===== src/rtl/wb_pkg.sv =====
// Shared writeback definitions: default widths, the request record and the
// round-robin pick helper used by every arbiter on shared write resources.
package wb_pkg;

  localparam int AW     = 5;
  localparam int XLEN   = 64;
  localparam int MAXREQ = 8;

  typedef struct packed {
    logic [AW-1:0]   rd;
    logic [XLEN-1:0] data;
  } wb_req_t;

  typedef struct packed {
    logic       found;
    logic [2:0] idx;
  } rr_pick_t;

  // Scan valid starting just after last, wrapping at n; first set bit wins.
  function automatic rr_pick_t rr_pick(input logic [MAXREQ-1:0] valid,
                                       input logic [2:0] last,
                                       input int n);
    rr_pick_t r;
    int       idx;
    r = '0;
    for (int k = 1; k <= MAXREQ; k++) begin
      idx = (int'(last) + k) % n;
      if (k <= n && !r.found && valid[idx[2:0]]) begin
        r.found = 1'b1;
        r.idx   = idx[2:0];
      end
    end
    return r;
  endfunction

endpackage


===== src/rtl/rr_arbiter.sv =====
// Round-robin arbiter: one-hot grant to the first valid requester after last.
module rr_arbiter
  import wb_pkg::*;
#(
  parameter int NREQ = 3,
  localparam int LW  = (NREQ > 1) ? $clog2(NREQ) : 1
) (
  input  logic [NREQ-1:0] valid,
  input  logic [LW-1:0]   last,
  output logic [NREQ-1:0] grant,
  output logic            found,
  output logic [LW-1:0]   win
);

  logic [MAXREQ-1:0] valid_ext;
  rr_pick_t          pick;

  always_comb begin
    valid_ext             = '0;
    valid_ext[NREQ-1:0]   = valid;
    pick                  = rr_pick(valid_ext, 3'(last), NREQ);
    found                 = pick.found;
    win                   = LW'(pick.idx);
    grant                 = '0;
    if (pick.found) grant[win] = 1'b1;
  end

endmodule


===== src/rtl/regfile_wb_scheduler.sv =====
// Arbitrates the single register-file write port among NREQ writeback units
// and keeps the pending-write scoreboard that decode uses for hazard checks.
module regfile_wb_scheduler #(
  parameter int NREQ = 3,
  parameter int XLEN = wb_pkg::XLEN,
  parameter int AW   = wb_pkg::AW
) (
  input  logic                 clk,
  input  logic                 rst,
  input  logic                 flush,
  input  logic                 issue_valid,
  input  logic [AW-1:0]        issue_rd,
  output logic                 issue_ready,
  input  logic [AW-1:0]        rs1_addr,
  input  logic [AW-1:0]        rs2_addr,
  output logic                 rs1_busy,
  output logic                 rs2_busy,
  input  logic [NREQ-1:0]      req_valid,
  output logic [NREQ-1:0]      req_ready,
  input  logic [NREQ*AW-1:0]   req_rd,
  input  logic [NREQ*XLEN-1:0] req_data,
  output logic                 rf_we,
  output logic [AW-1:0]        rf_waddr,
  output logic [XLEN-1:0]      rf_wdata,
  output logic [31:0]          busy_vec
);

  localparam int LW   = (NREQ > 1) ? $clog2(NREQ) : 1;
  localparam int NREG = 1 << AW;

  logic [LW-1:0]   last;
  logic [LW-1:0]   win;
  logic [NREQ-1:0] grant;
  logic            found;
  logic            xfer_p0;
  logic [AW-1:0]   rd_p0;
  logic [XLEN-1:0] data_p0;
  logic [NREG-1:0] busy;
  logic [NREG-1:0] busy_nxt;
  logic            set_en;

  rr_arbiter #(.NREQ(NREQ)) u_arb (
    .valid (req_valid),
    .last  (last),
    .grant (grant),
    .found (found),
    .win   (win)
  );

  // Grants are suppressed while reset is asserted so nothing is handed out.
  assign req_ready = rst ? grant : '0;
  assign xfer_p0   = rst && found;

  always_comb begin
    rd_p0   = req_rd[int'(win)*AW +: AW];
    data_p0 = req_data[int'(win)*XLEN +: XLEN];
  end

  always_ff @(posedge clk or negedge rst) begin
    if (!rst) begin
      last <= LW'(NREQ - 1);
    end else if (xfer_p0) begin
      last <= win;
    end
  end

  // ---- p0 -> p1: registered write port (x0 writes are granted but dropped)
  always_ff @(posedge clk or negedge rst) begin
    if (!rst) begin
      rf_we    <= 1'b0;
      rf_waddr <= '0;
      rf_wdata <= '0;
    end else begin
      rf_we <= xfer_p0 && (rd_p0 != '0);
      if (xfer_p0) begin
        rf_waddr <= rd_p0;
        rf_wdata <= data_p0;
      end
    end
  end

  // Registered busy only: a register being written this cycle still blocks
  // a new writer until the following cycle.
  assign issue_ready = !flush && ((issue_rd == '0) || !busy[issue_rd]);
  assign set_en      = issue_valid && issue_ready && (issue_rd != '0);

  always_comb begin
    busy_nxt = busy;
    if (rf_we)  busy_nxt[rf_waddr] = 1'b0;
    if (set_en) busy_nxt[issue_rd] = 1'b1;
    if (flush)  busy_nxt = '0;
    busy_nxt[0] = 1'b0;
  end

  always_ff @(posedge clk or negedge rst) begin
    if (!rst) begin
      busy <= '0;
    end else begin
      busy <= busy_nxt;
    end
  end

  assign rs1_busy = busy[rs1_addr];
  assign rs2_busy = busy[rs2_addr];
  assign busy_vec = 32'(busy);

endmodule


===== config.mk =====
export PLATFORM = sky130hd
export DESIGN_NAME = regfile_wb_scheduler
export DESIGN_NICKNAME = d
export VERILOG_FILES = /design/src/rtl/wb_pkg.sv /design/src/rtl/rr_arbiter.sv /design/src/rtl/regfile_wb_scheduler.sv
export SDC_FILE = /design/constraint.sdc
export NUM_CORES = 1
export LEC_CHECK = 0
export ABC_AREA = 1
export CAP_MARGIN = 20
export CORE_MARGIN = 2
export CORE_UTILIZATION = 30
export DETAILED_ROUTE_END_ITERATION = 8
export PLACE_DENSITY = 0.74
export SYNTH_ARGS = -nofsm -noshare
export SYNTH_HDL_FRONTEND = slang
export SYNTH_HIERARCHICAL = 1
export SYNTH_SLANG_ARGS = --single-unit

===== constraint.sdc =====
create_clock -name clk -period 6.3 [get_ports clk]
set_input_delay 0.63 -clock clk [delete_from_list [all_inputs] [get_ports clk]]
set_output_delay 0.63 -clock clk [all_outputs]
set_load 0.01 [all_outputs]

## After elaboration in Yosys (flattened, before gate mapping)

Index checks and enable logic that the tools add are counted.

| word-level totals | value |
|---|---|
| flip-flop bits (word level) | 103 |
| bits of input ports | 229 |
| output and inout port bits | 108 |
| word-level logic and storage cells | 72 |

| operators by class | value |
|---|---|
| add/subtract/negate cells | 3 |
| multipliers | 1 |
| divide/modulo/power cells | 3 |
| magnitude comparators | 11 |
| shifts and indexed selects | 2 |
| muxes and demuxes | 26 |
| bitwise gates (word level) | 3 |
| reductions and logical operators | 18 |

Operators with widths:

| kind | count |
|---|---|
| variable part select 192 x 9 -> 64 bit | 1 |
| modulo 32 x 3 -> 32 bit (second input constant) | 3 |
| two-way mux 32 bit | 3 |
| bitwise AND 32 bit | 1 |
| inverter 32 bit | 1 |
| OR 32 bit | 1 |
| < comparator 5 x 6 -> 1 bit (second input constant) | 4 |
| binary-select mux 1 bit (select 5 bit) | 3 |
| variable part select 15 x 6 -> 5 bit | 1 |
| < comparator 3 x 4 -> 1 bit (second input constant) | 3 |
| two-way mux 4 bit | 3 |
| demux 1 bit (select 5 bit) | 2 |
| >= comparator 5 x 1 -> 1 bit (second input constant) | 2 |
| logical AND 1 bit | 10 |
| nonzero test 5 bit | 2 |
| binary-select mux 1 bit (select 3 bit) | 3 |
| two-way mux 1 bit | 9 |
| adder 2 x 2 -> 3 bit (second input constant) | 2 |
| two-way mux 3 bit | 2 |
| zero test 5 bit | 1 |
| multiplier 2 x 3 -> 5 bit (second input constant) | 1 |
| zero test 1 bit | 4 |
| adder 2 x 1 -> 3 bit (second input constant) | 1 |
| < comparator 2 x 3 -> 1 bit (second input constant) | 1 |
| 3 further kinds | 3 |

## Logic depth before layout (Yosys ltp)

| depth | value |
|---|---|
| depth in word-level cells | 17 |
| depth in mapped cells | 19 |
| depth with buffers taken out | 18 |

## By module

The synthesis kept the hierarchy.

By module, submodules not included:

| module | times used | cells each | area an instance (µm²) |
|---|---|---|---|
| regfile_wb_scheduler | 1 | 1050 | 6874.1 |
| rr_arbiter | 1 | 61 | 349.1 |

## Worst setup path after synthesis

Ideal clock, no wire load.

| timing | value |
|---|---|
| kind | reg2reg |
| start | register last[1] |
| end | register rf_we |
| setup time | 114 ps |
| data arrival time | 2718 ps |
| required time | 6186 ps |
| path slack | 3469 ps |
| cell stages (with the launch flop) | 18 |
| path buffers | 2 |
| cell sequence | dfstp_2 inv_1 ha_1 nand2_1 nand2_1 nor2_1 nor2_4 a21oi_2 nand3_1 nand2_2 buf_2 inv_1 clkbuf_1 or2_2 a32oi_1 nand4_1 nand2_1 inv_1 |

| between the ends | value |
|---|---|
| cells in the longest elaborated chain, start to end | 15 |

RTL lines:

| what | RTL line | RTL |
|---|---|---|
| start, declared | regfile_wb_scheduler.sv:31 | `logic [LW-1:0] last;` |
| start signal, assigned | regfile_wb_scheduler.sv:61 | `last <= LW'(NREQ - 1);` |
| start signal, assigned | regfile_wb_scheduler.sv:63 | `last <= win;` |
| adder 2 x 1 -> 3 bit | wb_pkg.sv:27 | `idx = (int'(last) + k) % n;` |
| modulo 32 x 3 -> 32 bit | wb_pkg.sv:27 |  |
| binary-select mux 1 bit (select 3 bit) | wb_pkg.sv:28 | `if (k <= n && !r.found && valid[idx[2:0]]) begin` |
| two-way mux 1 bit (implied by the code) | wb_pkg.sv:28 |  |
| two-way mux 4 bit | wb_pkg.sv:28 |  |
| zero test 1 bit | wb_pkg.sv:28 |  |
| logical AND 1 bit | wb_pkg.sv:28 |  |
| two-way mux 4 bit | wb_pkg.sv:28 |  |
| zero test 1 bit | wb_pkg.sv:28 |  |
| logical AND 1 bit | wb_pkg.sv:28 |  |
| two-way mux 4 bit * | wb_pkg.sv:28 |  |
| named net win[0] | regfile_wb_scheduler.sv:32 | `logic [LW-1:0] win;` |
| multiplier 2 x 3 -> 5 bit * | regfile_wb_scheduler.sv:55 | `rd_p0 = req_rd[int'(win)*AW +: AW];` |
| variable part select 15 x 6 -> 5 bit * | regfile_wb_scheduler.sv:55 |  |
| nonzero test 5 bit * | regfile_wb_scheduler.sv:74 | `rf_we <= xfer_p0 && (rd_p0 != '0);` |
| logical AND 1 bit * | regfile_wb_scheduler.sv:74 |  |
| end signal, assigned | regfile_wb_scheduler.sv:74 |  |
| end, declared | regfile_wb_scheduler.sv:22 | `output logic rf_we,` |

Mark *: on every way through the listed nets, which the timed path passes. The rest lies on a longest branch. The select of a mux whose other input is x is not followed.
A chain may end at the register's enable or synchronous reset.

## Worst setup path in the final report

| timing | value |
|---|---|
| start | input port issue_rd[0] |
| end | output port issue_ready |

| between the ends | value |
|---|---|
| cells in the longest elaborated chain, start to end | 5 |

RTL lines:

| what | RTL line | RTL |
|---|---|---|
| start, declared | regfile_wb_scheduler.sv:12 | `input logic [AW-1:0] issue_rd,` |
| binary-select mux 1 bit (select 5 bit) | regfile_wb_scheduler.sv:84 | `assign issue_ready = !flush && ((issue_rd == '0) \|\| !busy[issue_rd]);` |
| two-way mux 1 bit (implied by the code) | regfile_wb_scheduler.sv:84 |  |
| zero test 1 bit | regfile_wb_scheduler.sv:84 |  |
| logical OR 1 bit * | regfile_wb_scheduler.sv:84 |  |
| logical AND 1 bit * | regfile_wb_scheduler.sv:84 |  |
| end, declared | regfile_wb_scheduler.sv:13 | `output logic issue_ready,` |

Every way passes the cells marked *; elsewhere a longest branch is shown, timed or not. The select of a mux whose other input is x is not followed.

==> results.py <==
metrics = {
    "run_status": {
        "status": "finished clean",
    },
    "clock_tree": {
        "root_buffer": "clkbuf_16",
        "postCtsHoldBufs": 0,
        "htreeDepth": 3,
        "clk_path_buf_depth": 2,
        "cts_tree": "done",
        "cts_buffers": 9,
        "post_cts_buffers": 0,
        "cts.sinks": 103,
        "ctsResizeCount": 0,
        "clk_transition_reported_paths_ns": 0.08,
        "clk_latency_ns": 0.35,
    },
    "flow_run": {
        "maxCapViolCount": 0,
    },
    "sta": {
        "maxSlewViolCount": 0,
        "rsz0062_at_grt": "no",
        "fin_crit_sh_pct": 69.9,
        "clock_skew_ns": 0.0105,
        "setup_violations": 0,
        "fmax_mhz": 227,
        "min_period_ns": 4.40,
        "finalSetupTns_ns": 0,
        "worst_slew_pin_slew_ns": 0.964,
        "max-slew-margin-rel_pct": 35.2,
        "hold_viol_final": 0,
    },
    "synthesis": {
        "syn_area_per_cell_um2": 6.50,
        "synth_edf_count": 0,
        "synth_top_area_cell": "dfrtp_1",
        "yosys_most_used_dff": "dfrtp_1",
        "netlist_area_um2": 7220,
        "ys_top_cells_by_count": "nor2_1, nand2_1, dfrtp_1, o21ai_0, inv_1",
        "yosysMostFrequentCell": "nor2_1",
        "ys_seq_area_share_pct": 35.7,
        "syn-instance-count": 1111,
        "synth-seq-cells": 103,
        "async_flop_share_pct": 100,
        "synth_top_area_share_pct": 35.3,
        "synth_nets": 1348,
        "ys_types": 38,
        "ys_top_cells_by_area": "dfrtp_1, nor2_1, nand2_1",
        "ys_warn_count": 6,
    },
    "routing": {
        "viasPerCell": 5.06,
        "first_iter_violations": 735,
        "dr_total_vias": 8765,
        "drc": 0,
        "antenna_left": 0,
        "totalWireLength_um": 29300,
        "dr.pass1.iters": 5,
        "wire_per_inst_um": 16.9,
    },
    "worst_setup_path": {
        "reg2regPathDepth": 17,
        "worstSetupEndpointType": "primary output",
        "rr_endpoint": "rf_wdata[35]$_DFFE_PN0P_",
        "worstPathMaxFanout": 32,
        "cp.arrival_ns": 3.77,
        "critPathTopFamily": "buffers and inverters",
        "path_cells": "clkdlybuf4s50_1 > inv_2 > nor2_2 > nand2_1 > nand3_1 > nand2_1 > nand2_1 > nor2_2 > nand2_2 > nor2_4 > clkdlybuf4s50_1",
        "critPathKind": "input port to primary output",
        "rr_startpoint": "last[1]$_DFFE_PN1P_",
        "required_ns": 5.67,
        "critical_path_buf_inv_count": 3,
        "crit_path_frequent_cell": "nand2_1",
        "rrSetupSlack_ns": 2.10,
        "start_kind": "input port",
        "cp_slowest_cell": "clkdlybuf4s50_1",
        "max_stage_delay_ns": 0.77,
    },
    "pwr": {
        "peakVddDrop_uv": 466,
        "leakagePower_nw": 4.71,
        "power.density_nw_per_um2": 466,
    },
    "floorplan": {
        "initial_core_util_pct": 30.7,
        "die_w_um": 159,
        "rows": 56,
        "core_um2": 23500,
        "io_pins": 337,
        "die_h_um": 159,
        "die-area_um2": 25300,
    },
    "placement": {
        "hpwl_um": 22100,
        "placed_cells": 1706,
        "gp_congestion": 0.903,
        "portBuffers": 335,
    },
    "grt": {
        "grt_pass1_wl_um": 45300,
        "antenna_found_initial": 7,
        "grt_usage_pct": 22.3,
        "first_global_vias": 8254,
        "overflow": 0,
        "grt_max_degree": 79,
    },
    "cells_and_area": {
        "final_cells": 1733,
        "fin_nets": 1640,
        "syn_to_final_growth_pct": 53.5,
        "drive_above_1_share_pct": 3.84,
        "fillers": 2393,
        "seqCellArea_um2": 2580,
        "multiInputGateArea_um2": 4010,
    },
    "worst_hold_path": {
        "hold_class": "input port to asynchronous set/reset pin",
    },
}
[layer usage]
| layer | up-vias | wire length (um) | share of wire (%) | track usage (%) |
|---|---|---|---|---|
| met5 | - | 16 | 0.055 | 0 |
| met4 | 2 | 1010 | 3.5 | 8.10 |
| met3 | 68 | 3000 | 10 | 6.49 |
| met2 | 476 | 14100 | 48 | 38.6 |
| met1 | 3985 | 11200 | 38 | 26.3 |
| li1 | 4234 | - | - | - |
[worst reg2reg max path, delay by kind of cell, from the launching register on]
kind / cells / cell delay [ns]
adders and majority gates: 1 / 0.40
and+or+nand+nor: 8 / 1.33
buffers and inverters: 7 / 1.62
AOI/OAI and AO/OA: 1 / 0.19
DFF: 1 / 0.59
[cell families after synthesis]
kind of cell | after synthesis | share of synthesized area [%]
AO/OA/AOI/OAI | 254 | 20.7
adder cells (fa/ha/maj) | 8 | 1.39
buffers and inverters | 146 | 8.87
flip-flops | 103 | 35.7
other | 1 | 0.0519
AND/OR/NAND/NOR | 599 | 33.3
[how the worst max path moves through the flow]
stage                             start                       end  cells past startpoint
floorplan           last[1]$_DFFE_PN1P_           rf_we$_DFF_PN0_                     17
global placement           req_valid[2]  rf_wdata[59]$_DFFE_PN0P_                     15
detailed placement          issue_rd[0]               issue_ready                     11
CTS                         issue_rd[0]               issue_ready                     11
global route                issue_rd[0]               issue_ready                     11
finish                      issue_rd[0]               issue_ready                     11
[sequential cells by signal, indices dropped and copies added (netlist names)]
register,cells
rf_wdata,64
busy_vec,31
rf_waddr,5
last,2
rf_we,1
[stage by stage]
| step | hold WS [ns] | setup WS (ns) | total power, mW | util, % | cell area (um^2) |
|---|---|---|---|---|---|
| final | 0.339 | 1.90 | 5.17 | 47.1 | 11100 |
| after CTS | 0.386 | 1.96 | 5.15 | 46.7 | 11000 |
| after detailed placement | 0.491 | 1.97 | 4.57 | 45.5 | 10700 |
| after global routing | 0.411 | 1.65 | 5.61 | 47.0 | 11100 |
| after floorplan | 0.334 | 3.47 | 3.19 | - | 7220 |
| after global placement | 0.484 | 2.02 | 4.46 | 45.4 | 10700 |
[layout by cell type (no fill, tap or decap), types with 2 or more instances in the layout]
master	instances
a21boi_0	21
a21oi_1	45
a22oi_1	2
a31oi_1	58
buf_16	2
buf_4	7
clkbuf_16	9
clkbuf_2	2
clkdlybuf4s50_1	334
clkinv_2	2
dfrtp_1	102
diode_2	6
ha_1	8
inv_1	74
inv_2	3
inv_6	3
inv_8	2
nand2_1	246
nand2_2	5
nand3_1	56
nand4_1	2
nor2_1	258
nor2_2	4
nor2_4	3
nor3_1	20
o211ai_1	4
o21a_1	2
o21ai_0	102
o221ai_1	8
o22ai_1	2
o311ai_0	6
or2_2	3
[final cells by class]
type | count | area share, %
flip-flops and latches | 103 | 23.3
inverters | 80 | 2.74
well taps | 319 | 3.60
multi-input cells | 862 | 36.2
repair buffers | 347 | 31.5
clock buffers | 9 | 2.03
diodes | 6 | 0.135
clock inverters | 7 | 0.553
[power breakdown]
| part | total (mW) | switching (mW) | internal, mW |
|---|---|---|---|
| Combinational | 3.49 | 2.10 | 1.39 |
| Clock | 0.563 | 0.285 | 0.278 |
| Sequential | 1.12 | 0.179 | 0.938 |
| Total | 5.17 | 2.57 | 2.60 |
(Power assumes the default switching activity.)
==> variant 1: new RTL, config.mk and constraints unchanged <==
`MAXREQ`: 8 -> 4.
--- a/src/rtl/wb_pkg.sv
+++ b/src/rtl/wb_pkg.sv
@@ -5,5 +5,5 @@
   localparam int AW     = 5;
   localparam int XLEN   = 64;
-  localparam int MAXREQ = 8;
+  localparam int MAXREQ = 4;
 
   typedef struct packed {
Behaviour: unchanged (equiv_simple and equiv_induct, registers matched by name and starting in step).
==> variant 1 against the unedited design <==
Design area down 1.3%; fmax increased by 12%; non-clock buffer count shrank 2; power decreased by 15%; routed wire length increased by 2.5%; combinational power down 23%; hold slack worse by 11 ps; sequential cell count did not move; area after synthesis fell by 1.5%; via count shrank 0.79%; setup slack improved by 470 ps; sequential share of layout area is 0.31 points higher; largest cell class unchanged.
==> variant 1: results (changes against the unedited design) <==
metric,value,unit,change
syn-num-nets,1332,,was 1348
grt_max_degree,73,,was 79
cts_setup_buffers,0,,unchanged
path_delay_family,buffers and inverters,,unchanged
crit_start,issue_rd[0],,unchanged
dp_slack,2078,ps,was 1967 ps
grt_pass1_wl,45600,um,was 45320 um
vdd_ir_drop_max,0.0003294,V,was 0.0004663 V
first_global_vias,8324,,was 8254
globalplace.congestion,0.9260,,was 0.9034
cp_data_arrival_time,3300,ps,was 3770 ps
r2r_start,last[0]$_DFFE_PN0P_,,was last[1]$_DFFE_PN1P_
cts_root_buffer,clkbuf_16,,unchanged
ys_seq_area_frac,0.3625,,was 0.3570
insertion_delay,360,ps,
clk_pin_slew_worst_paths,80,ps,about the same
p_leak,0.004615,uW,was 0.004715 uW
wirelength,30080,um,was 29340 um
dr.pass1.iters,5,,unchanged
synth-async-reset-ratio,1.000,,unchanged
crit_path_max_incr_delay,940,ps,was 770 ps
fin_nets,1622,,was 1640
largest_register,rf_wdata,,unchanged
intPower,2361,uW,was 2602 uW
drive_gt1_frac,0.03369,,was 0.03835
via_per_inst,5.059,,was 5.058
fin_skew,11.17,ps,was 10.52 ps
synth-edff-count,0,,unchanged
drv_slew,0,,unchanged
worst-path-max-fanout,20,,was 32
synth_common_cells,"nor2_1 (259), nand2_1 (240), o21ai_0 (107)",,"was nor2_1 (259), nand2_1 (247), dfrtp_1 (102), o21ai_0 (102), inv_1 (76)"
status,completed,,unchanged
drtIter0Drc,800,,was 735
htreeDepth,3,,unchanged
synth_area_leaders,"dfrtp_1 (36%), nor2_1 (14%), nand2_1 (13%)",,"was dfrtp_1 (35%), nor2_1 (13%), nand2_1 (13%)"
synth_largest_area_cell,dfrtp_1,,unchanged
grt.total_usage,0.2351,,was 0.2230
synth.distinct_cells,33,,was 38
cts_resized,0,,unchanged
io_buffers,335,,unchanged
tightest_slew,1070,ps,was 964.2 ps
largest_reg_flops,64,,unchanged
clockBufferDepth,2,,unchanged
critPathSlowestCell,clkdlybuf4s50_1,,unchanged
yosysWarnings,6,,unchanged
hold_class,in -> async,,unchanged
antenna_found_initial,5,,was 7
n_fill_cell,2460,,was 2393
dp_hpwl,22470,um,was 22090 um
cts-buffers-inserted,9,,unchanged
[variant 1: cell families (layout without fill, tap and decap cells)]
kind of cell	after synthesis	count (layout)	share of synthesized area
compound gates	258	258	0.2109
fa+ha+maj	3	3	0.005277
buf+inv	144	439	0.08882
flops	103	103	0.3625
other cells	1	6	0.0005271
simple gates	591	591	0.3320
[variant 1: final timing paths]
| path | slack, ps | to | cells after the start |
|---|---|---|---|
| min | 330 | busy_vec[12]$_DFF_PN0_ | 1 |
| min in group clk | 510 | rf_wdata[5]$_DFFE_PN0P_ | 2 |
| max | 2370 | issue_ready | 11 |
| max reg2reg | 2370 | rf_we$_DFF_PN0_ | 17 |
| min reg2reg | 510 | rf_wdata[5]$_DFFE_PN0P_ | 2 |
| max in group asynchronous | 4770 | rf_wdata[57]$_DFFE_PN0P_ | 2 |
[variant 1: final cells by class]
class	instances	area, um2	area share
Multi-Input combinational cell	853	3914	0.3578
Timing Repair Buffer	345	3423	0.3130
Sequential cell	103	2579	0.2358
Tap cell	319	399.1	0.03649
Inverter	78	295.3	0.02700
Clock buffer	9	225.2	0.02059
Clock inverter	7	90.09	0.008236
Antenna cell	5	12.51	0.001144
[variant 1: power groups by stage]
| stage | combinational (uW) | sequential [uW] | clock [uW] |
|---|---|---|---|
| after floorplan | 1460 | 1200 | 0 |
| after CTS | 2700 | 1100 | 622 |
| after global placement | 2650 | 1100 | 0 |
| after global routing | 2980 | 1140 | 647 |
| after detailed placement | 2690 | 1120 | 0 |
| final | 2690 | 1100 | 612 |
[variant 1: layer usage]
layer  vias up  GRT usage  wire (um)
li1       4214          -          -
met1      4018     0.2747      11710
met2       402     0.4104      14600
met3        60    0.06679       2757
met4         2    0.08451       1008
met5         -          0         12
[variant 1: metrics by stage]
stage,total power [uW],hold slack (ps),std cells,cell area (um2)
after global placement,3751,483.7,1695,10590
after CTS,4423,358.8,1711,10910
after global routing,4766,388.7,1716,10930
final,4410,327.9,1719,10940
after detailed placement,3803,495.1,1695,10590
after floorplan,2654,334.4,1100,7114
==> variant 2: new RTL, same settings <==
Made on the original files. Make the reset (`rst`) synchronous in 3 clocked blocks.
--- a/src/rtl/regfile_wb_scheduler.sv
+++ b/src/rtl/regfile_wb_scheduler.sv
@@ -57,5 +57,5 @@
   end
 
-  always_ff @(posedge clk or negedge rst) begin
+  always_ff @(posedge clk) begin
     if (!rst) begin
       last <= LW'(NREQ - 1);
@@ -66,5 +66,5 @@
 
   // ---- p0 -> p1: registered write port (x0 writes are granted but dropped)
-  always_ff @(posedge clk or negedge rst) begin
+  always_ff @(posedge clk) begin
     if (!rst) begin
       rf_we    <= 1'b0;
@@ -93,5 +93,5 @@
   end
 
-  always_ff @(posedge clk or negedge rst) begin
+  always_ff @(posedge clk) begin
     if (!rst) begin
       busy <= '0;
Behaviour: differs if rst is asserted again (counterexample within 4 cycles, from zero or initial values and one cycle with rst low); with rst held inactive, the same outputs for 4 cycles.
==> variant 2 against the unedited design <==
Via count decreased by 5.2%; critical path depth increased by 1; routed wire length decreased by 4.3%; first-iteration DRC count decreased by 24%; design area decreased by 6.0%; sequential cell count unchanged; setup slack improved by 160 ps; critical path type unchanged; clock skew decreased by 0.79 ps; area after synthesis decreased by 7.5%; fmax increased by 3.7%; power decreased by 14%; die area decreased by 7.3%; sequential share of layout area decreased by 3.5 points; global-route usage increased by 0.48 points.
==> variant 2: results (changes against the unedited design) <==
metric,value,unit,change
antenna_found_initial,2,,was 7
clk_pin_slew_worst_paths,70,ps,
met2_usage,0.3948,,was 0.3860
grt_max_degree,71,,was 79
grt_pass1_wl,42620,um,was 45320 um
use_met3,0.05727,,was 0.06486
synth.distinct_cells,35,,was 38
largest_reg_flops,64,,unchanged
vdd_ir_drop_max,0.0003295,V,was 0.0004663 V
dp_hpwl,20940,um,was 22090 um
fin_nets,1557,,was 1640
crit_path_max_incr_delay,920,ps,was 770 ps
cp_data_arrival_time,3610,ps,was 3770 ps
clockBufferDepth,2,,unchanged
yosysWarnings,6,,unchanged
first_global_vias,7822,,was 8254
syn-num-nets,1274,,was 1348
largest_register,rf_wdata,,unchanged
wirelength,28080,um,was 29340 um
via_per_inst,5.171,,was 5.058
hold_class,reg -> reg,,was in -> async
power.switching_fraction,0.4834,,was 0.4965
p_leak,0.003871,uW,was 0.004715 uW
cts_resized,0,,unchanged
fin_skew,9.727,ps,was 10.52 ps
synth_area_leaders,"dfxtp_1 (31%), o21ai_0 (15%), nor2_1 (11%)",,"was dfrtp_1 (35%), nor2_1 (13%), nand2_1 (13%)"
dr.pass1.iters,5,,unchanged
cap_viol_max_count,0,,unchanged
insertion_delay,350,ps,about the same
synth_common_cells,"o21ai_0 (205), nor2_1 (200), nand2_1 (183)",,"was nor2_1 (259), nand2_1 (247), dfrtp_1 (102), o21ai_0 (102), inv_1 (76)"
status,completed,,unchanged
busiest_layer,met2,,unchanged
globalplace.congestion,0.9506,,was 0.9034
drtIter0Drc,557,,was 735
critPathSlowestCell,clkdlybuf4s50_1,,unchanged
ys_seq_area_frac,0.3086,,was 0.3570
drive_gt1_frac,0.07698,,was 0.03835
synth-async-reset-ratio,0,,was 1.000
ys.flop_type,dfxtp_1,,was dfrtp_1
use_met1,0.2580,,was 0.2625
maxSlewHeadroom,0.3791,,was 0.3523
grt.total_usage,0.2278,,was 0.2230
htreeDepth,3,,unchanged
[variant 2: cell count changes after synthesis, moves of 10 or more]
cell,before,now
nand2_1,247,183
o21ai_0,102,205
clkbuf_1,33,43
dfxtp_1,0,103
dfrtp_1,102,0
nor2_1,259,200
nand3_2,1,30
a21oi_1,45,13
a21oi_2,1,30
a21boi_0,21,0
inv_1,76,52
nand3_1,56,33
nor3_1,20,8
[variant 2: power by group through the flow]
stage | Clock (uW) | Combinational [uW] | Sequential [uW]
4_1_cts | 606 | 2870 | 1010
2_1_floorplan | 0 | 1630 | 1100
3_3_place_gp | 0 | 2840 | 1010
3_5_place_dp | 0 | 2860 | 1020
6_report | 590 | 2850 | 1010
5_1_grt | 634 | 3160 | 1040
[variant 2: metal layers]
metal  share of wire  vias to the layer above
met5               0                        -
met4           0.048                        0
met3           0.084                       75
met2            0.49                      375
met1            0.38                     3792
li1                -                     4067
[variant 2: tightest hold or removal path: stages (launching register included)]
cell and delay [ps]:
dfxtp_1 310, o21ai_0 150, a31oi_1 40
[variant 2: final timing paths]
check	startpoint	end	slack, ps	cells past startpoint
max reg2reg	last[1]$_SDFFE_PN1P_	rf_wdata[39]$_SDFFE_PN0P_	2540	13
min	rf_wdata[8]$_SDFFE_PN0P_	rf_wdata[8]$_SDFFE_PN0P_	540	2
min reg2reg	rf_wdata[8]$_SDFFE_PN0P_	rf_wdata[8]$_SDFFE_PN0P_	540	2
max	issue_rd[0]	issue_ready	2060	12
[variant 2: stage by stage]
stage	std cells	worst slack, ps	util	power, uW	area (um2)
after floorplan	1037	3616	-	2731	6681
after global placement	1589	2179	0.4630	3857	10100
after detailed placement	1589	2119	0.4630	3883	10100
after CTS	1605	2112	0.4771	4486	10410
after global routing	1606	1877	0.4772	4831	10420
final	1607	2057	0.4774	4450	10420
[variant 2: area by class of cell]
type                       count  area, um2
clock buffer                  11      242.7
clock inverter                 5      65.06
timing repair buffer         343       3408
multi-input combinational    806       4069
tap                          280      350.3
sequential                   103       2062
antenna                        2      5.005
inverter                      57      215.2
fill                        2219      11410
[variant 2: logic make-up (layout without fill, tap and decap cells)]
logic type | count (synthesis) | count (layout) | share of synthesized area
fa+ha+maj | 8 | 8 | 0.01498
flops | 103 | 103 | 0.3086
other cells | 1 | 3 | 0.0005613
simple gates | 464 | 464 | 0.3030
buf+inv | 128 | 416 | 0.08427
compound gates | 333 | 333 | 0.2886
